## config.mk

```make
export PLATFORM = sky130hd
export DESIGN_NAME = if_fetch
export DESIGN_NICKNAME = d
export VERILOG_FILES = /design/src/rtl/if_fetch.sv
export SDC_FILE = /design/constraint.sdc
export NUM_CORES = 1
export LEC_CHECK = 0
export ABC_AREA = 1
export BUFFER_PORTS_ARGS = -buffer_cell sky130_fd_sc_hd__buf_4
export CORE_UTILIZATION = 37
export DETAILED_ROUTE_END_ITERATION = 8
export SLEW_MARGIN = 30
export SYNTH_ARGS = -nofsm -noshare
export SYNTH_HDL_FRONTEND = slang
export SYNTH_SLANG_ARGS = --single-unit
```

## constraint.sdc

```tcl
create_clock -name clk -period 4 [get_ports clk]
set_clock_uncertainty 0.1 [all_clocks]
set_input_delay 0.6 -clock clk [delete_from_list [all_inputs] [get_ports clk]]
set_output_delay 0.6 -clock clk [all_outputs]
set_load 0.05 [all_outputs]
```

## src/rtl/if_fetch.sv

```systemverilog
// Instruction fetch unit: one outstanding memory read, single-entry output slot, branch redirect.
// Optional macro IF_MISALIGN_FAULT_EN turns misaligned redirect targets into a sticky fault that halts fetching.
module if_fetch #(
  parameter int ADDR_WIDTH = 32,
  parameter int DATA_WIDTH = 32,
  parameter logic [ADDR_WIDTH-1:0] PC_ADDR = 32'h8000_0000
) (
  input  logic                  clk,
  input  logic                  reset,
  input  logic                  use_branch,
  input  logic [ADDR_WIDTH-1:0] branch_out,
  input  logic                  stall,
  output logic                  mem_req,
  output logic [ADDR_WIDTH-1:0] mem_addr,
  input  logic                  mem_ack,
  input  logic [DATA_WIDTH-1:0] mem_rdata,
  output logic                  if_valid,
  output logic [ADDR_WIDTH-1:0] if_pc,
  output logic [DATA_WIDTH-1:0] if_inst,
  output logic                  misalign_fault
);

  localparam logic [1:0] IDLE  = 2'd0;
  localparam logic [1:0] FETCH = 2'd1;
  localparam logic [1:0] DROP  = 2'd2;

  logic [1:0]            state;
  logic [ADDR_WIDTH-1:0] pc;
  logic                  slot_free;
  logic                  bad_target;
  logic                  halted;
  logic [ADDR_WIDTH-1:0] branch_pc;

  assign slot_free = ~if_valid | ~stall;

`ifdef IF_MISALIGN_FAULT_EN
  logic fault_q;

  assign bad_target     = use_branch & (branch_out[1:0] != 2'b00);
  assign branch_pc      = branch_out;
  assign halted         = fault_q;
  assign misalign_fault = fault_q;

  always_ff @(posedge clk or posedge reset) begin
    if (reset)
      fault_q <= 1'b0;
    else if (bad_target)
      fault_q <= 1'b1;
  end
`else
  assign bad_target     = 1'b0;
  assign branch_pc      = branch_out & ~ADDR_WIDTH'(3);
  assign halted         = 1'b0;
  assign misalign_fault = 1'b0;
`endif

  always_ff @(posedge clk or posedge reset) begin
    if (reset) begin
      state    <= IDLE;
      pc       <= PC_ADDR;
      mem_req  <= 1'b0;
      mem_addr <= PC_ADDR;
      if_valid <= 1'b0;
      if_pc    <= PC_ADDR;
      if_inst  <= '0;
    end else begin
      if (if_valid && !stall)
        if_valid <= 1'b0;

      if (use_branch) begin
        // A redirect never aborts a bus request; an in-flight one is drained through DROP.
        if_valid <= 1'b0;
        if (!bad_target)
          pc <= branch_pc;
        case (state)
          FETCH, DROP: begin
            if (mem_ack) begin
              mem_req <= 1'b0;
              state   <= IDLE;
            end else begin
              state   <= DROP;
            end
          end
          default: state <= IDLE;
        endcase
      end else begin
        case (state)
          IDLE: begin
            if (slot_free && !halted) begin
              state    <= FETCH;
              mem_req  <= 1'b1;
              mem_addr <= pc;
            end
          end
          FETCH: begin
            if (mem_ack) begin
              if_inst  <= mem_rdata;
              if_pc    <= pc;
              if_valid <= 1'b1;
              pc       <= pc + ADDR_WIDTH'(4);
              mem_req  <= 1'b0;
              state    <= IDLE;
            end
          end
          DROP: begin
            if (mem_ack) begin
              mem_req <= 1'b0;
              state   <= IDLE;
            end
          end
          default: state <= IDLE;
        endcase
      end
    end
  end

endmodule

```

# Yosys cells after proc, flatten, opt, wreduce, memory -nomap -nowiden
# Index checks and enable logic that the tools add are counted.
# word_totals
register_bits	132
inputBits	69
out_inout_bits	99
wordCells	47
# classes
add_sub_neg	1
n_eq_ne	5
mux	18
bitwise	4
n_reduce_logical	12
# op_table
cell	n
32-bit 2-to-1 mux	3
32-bit by 3-bit adder with 32-bit output, second input constant	1
2-bit 2-to-1 mux	5
3-bit AND reduction	3
1-bit 2-to-1 mux	8
2-bit nonzero test	3
2-bit case mux with 2 select lines	1
2-bit AND reduction	2
3-bit by 1-bit inequality test with 1-bit output, second input constant	1
3-bit inequality test, second input constant	1
1-bit NOT	3
2-bit by 1-bit == test with 1-bit output, second input constant	1
2-bit == test, second input constant	1
2-bit zero test	1
2-bit inequality test, second input constant	1
1-bit case mux with 2 select lines	1
2-bit OR reduction	1
1-bit logical AND	1
1-bit zero test	1
1-bit bitwise OR	1

# Depth between registers and ports, before layout
# logic_depth
depth_word	6
mapped_depth	10
depth_no_buf	10

# Least setup slack after synthesis
# Ideal clock, no wire load.
# synth_path
path_type	register to register
start	register if_valid
end	register mem_addr[20]
setup_time_ns	0.128
t_arrival_ns	1.386
required_ns	3.772
path_slack_ns	2.387
stages_incl_launch_ff	5
path_buffers	1
period_less_slack_ns	1.613
path_cell_list	dfrtp_1 > nand2_1 > nand2_2 > buf_2 > mux2_1
# synth_between
elab_chain_cells	3
# synth_rtl
item	line_no	rtl
start: declaration	17	output logic if_valid,
start signal: assignment	63	if_valid <= 1'b0;
start signal: assignment	68	if_valid <= 1'b0;
start signal: assignment	72	if_valid <= 1'b0;
1-bit NOT	34	assign slot_free = ~if_valid | ~stall;
1-bit bitwise OR	34	
3-bit AND reduction (no source line)	n/a	
end signal: assignment	92	mem_addr <= pc;
end: declaration	14	output logic [ADDR_WIDTH-1:0] mem_addr,
# No other way between the ends.
# A chain may end at the register's enable or synchronous reset.

# Final worst setup path
# layout_path
start	register state[0]
end	register pc[20]
# layout_between
elab_chain_cells	3
# layout_rtl
item	line_no	rtl
start: declaration	27	logic [1:0] state;
start signal: assignment	59	state <= IDLE;
start signal: assignment	79	state <= IDLE;
start signal: assignment	81	state <= DROP;
2-bit by 1-bit == test with 1-bit output	87	case (state)
2-bit nonzero test (no source line)	n/a	
2-bit AND reduction (no source line)	n/a	
end signal: assignment	74	pc <= branch_pc;
end signal: assignment	100	pc <= pc + ADDR_WIDTH'(4);
end: declaration	28	logic [ADDR_WIDTH-1:0] pc;
# No other way between the ends.

==> impl_metrics.ini <==
[status]
status = complete, no violations

[cts]
h-tree-depth = 4
cts_tree = built
ctsRootBufferMaster = clkbuf_16
clk_latency_ns = 0.42
clock-sinks = 126
path_clk_slew_ns = 0.06
post_cts_resized = 0
cts_buffer_depth = 2
cts_hold_buffers = 0
cts_made_buffers = 17
post-cts-setup-buffer-count = 0

[sta]
drv_slew = 0
fin_ws_ns = 1.37
max_freq_mhz = 380
grt_setup_unrepaired = no
max_slew_margin_pct = 52.3
finalCritPeriodShare_pct = 65.7
period_minus_slack_ns = 2.63
tns_ns = 0
tightest_slew_ns = 0.715
finalSetupViolations = 0
finalHoldViolations = 0

[min_path]
hold_class = in2async

[synthesis]
synth.avg_cell_area_um2 = 8.00
async_flop_share_pct = 100
synth_edf_count = 0
ys_seq_area_share_pct = 53.4
syn_inst = 739
ys_warn_count = 0
ys_ff_latch = 126
syn-cell-area_um2 = 5910
synth_flop_cell = dfrtp_1
ys_types = 32

[pwr]
max-vdd-ir-drop_v = 0.000384
powerDensity_nw_per_um2 = 876
total_power_mw = 6.89
power.leakage_nw = 4.04

[grt]
grt_max_degree = 88
grtUsageTotal_pct = 20.1
antenna_found_initial = 0
grt.overflow.total = 0
first_global_vias = 4940
grt_pass1_wl_mm = 25.4

[die]
die_y_um = 128
die_w_um = 128
core_area_um2 = 15400
num_io_pins = 168
initial_core_util_pct = 38.3
die_area_um2 = 16500
rows = 45

[critical_path]
criticalPathCategory = reg2reg
arrival_ns = 2.83
required_ns = 4.20
crit_top_cell = nand3_1
cp_cell_sequence = ha_1 > nand2_1 > inv_1 > nand2_2 > buf_4 > nor2_1 > nand3_1 > nand3_1
cpMaxStageDelayCell = buf_4
crit_fanout = 73
startpoint_type = flip-flop
r2r_slack_ns = 1.37
end_kind = flip-flop
slowest_delay_ns = 0.64

[routing]
drt_iter0_drc = 287
vias = 5180
route.detailed.drc = 0
vias_per_cell = 4.64
routedWlPerCell_um = 14.1
ant_nets = 0
routed_wl_mm = 15.8
drt_pass1_iterations = 4

[cells_and_area]
area_growth_pct = 33.0
diodes = 0
drive_gt1_share_pct = 25.1
layout_common_cells = 290 x nand2_1, 165 x buf_4, 123 x dfrtp_1, 78 x o21ai_0, 59 x inv_1
nNetsFinal = 964
final_common_cell = nand2_1

[flow_run]
cap_violations = 0

[placed_design]
pre_cts_ws_ns = 1.19
post-dp-hpwl_mm = 11.2
place_congestion = 0.835
port_buffers = 160
[through the flow]
step	utilization (%)	instance area [µm²]	hold WS [ns]	std cells
finish	51.0	7860	0.0598	1116
global route	51.0	7860	0.0715	1116
CTS	50.8	7840	0.264	1115
detailed placement	46.9	7230	0.364	1083
global placement	46.9	7230	0.364	1083
floorplan	-	5930	0.355	743
[sequential cells by signal, indices dropped and copies added (netlist names)]
name and cells:
if_inst 32, if_pc 30, if_valid 1, mem_addr 30, mem_req 1, pc 30
state 2
[power breakdown]
group	internal, mW	leakage [nW]	switching [mW]
logic	0.884	2.22	2.32
clock network	1.01	0.292	0.584
registers	1.78	1.53	0.311
total	3.68	4.04	3.21
[synth_stat cells (2+ instances only)]
cell type	count	area share, %
a21oi_1	6	0.51
a31oi_1	6	0.63
buf_2	15	1.3
buf_4	8	1.0
buf_6	5	0.95
clkbuf_1	8	0.51
dfrtp_1	123	52
dfstp_2	3	1.3
ha_1	3	0.63
inv_1	60	3.8
inv_2	2	0.13
nand2_1	290	18
nand2_2	4	0.42
nand2_4	2	0.38
nand3_1	46	3.9
nand4_1	4	0.42
nor2_1	39	2.5
nor2_2	5	0.53
nor2_4	8	1.5
o211ai_1	2	0.25
o21ai_0	78	6.6
o21ai_1	7	0.59
o22ai_1	4	0.42
or2_2	3	0.32
[cells by family after synthesis]
logic type,count (synthesis),synth area share [%]
xor gates and xnor gates,1,0.148
muxes,1,0.190
other,1,0.0634
DFF,126,53.4
adders and majority gates,3,0.635
AOI/OAI and AO/OA,104,9.14
and+or+nand+nor,404,28.7
buffers and inverters,99,7.76
[per-layer routing]
layer / part of all wire [%] / wire (µm) / up-vias / track usage (%)
li1: - / - / 2627 / -
met1: 48 / 7650 / 2384 / 27.1
met2: 45 / 7060 / 151 / 32.0
met3: 5.5 / 861 / 18 / 3.99
met4: 1.4 / 215 / 0 / 7.27
met5: 0 / 0 / - / 0
[critical path, delay by kind of cell, from the launching register on]
kind,cells,cell delay (ns)
adder cells (fa/ha/maj),1,0.20
buffers and inverters,2,0.91
flip-flops,1,0.38
AND/OR/NAND/NOR,5,0.91
[layout make-up]
type,count,area (µm²)
clock buffers,19,453
clock inverters,13,161
fillers,1556,7560
inverters,62,236
multi-input cells,518,2310
flip-flops and latches,126,3160
well taps,211,264
repair buffers,167,1280
[worst paths after layout]
path | cells after the start | start | to
min in group clk | 3 | mem_rdata[15] | if_inst[15]$_DFFE_PP0P_
worst min register to register | 2 | pc[31]$_DFFE_PP1P_ | pc[31]$_DFFE_PP1P_
worst min-delay path | 2 | reset | if_inst[31]$_DFFE_PP0P_
worst max register to register | 8 | state[0]$_DFFE_PP0P_ | pc[20]$_DFFE_PP0P_
worst max-delay path | 8 | state[0]$_DFFE_PP0P_ | pc[20]$_DFFE_PP0P_
max in group asynchronous | 3 | reset | pc[29]$_DFFE_PP0P_
Note: power is estimated with default switching activity, not from simulation.
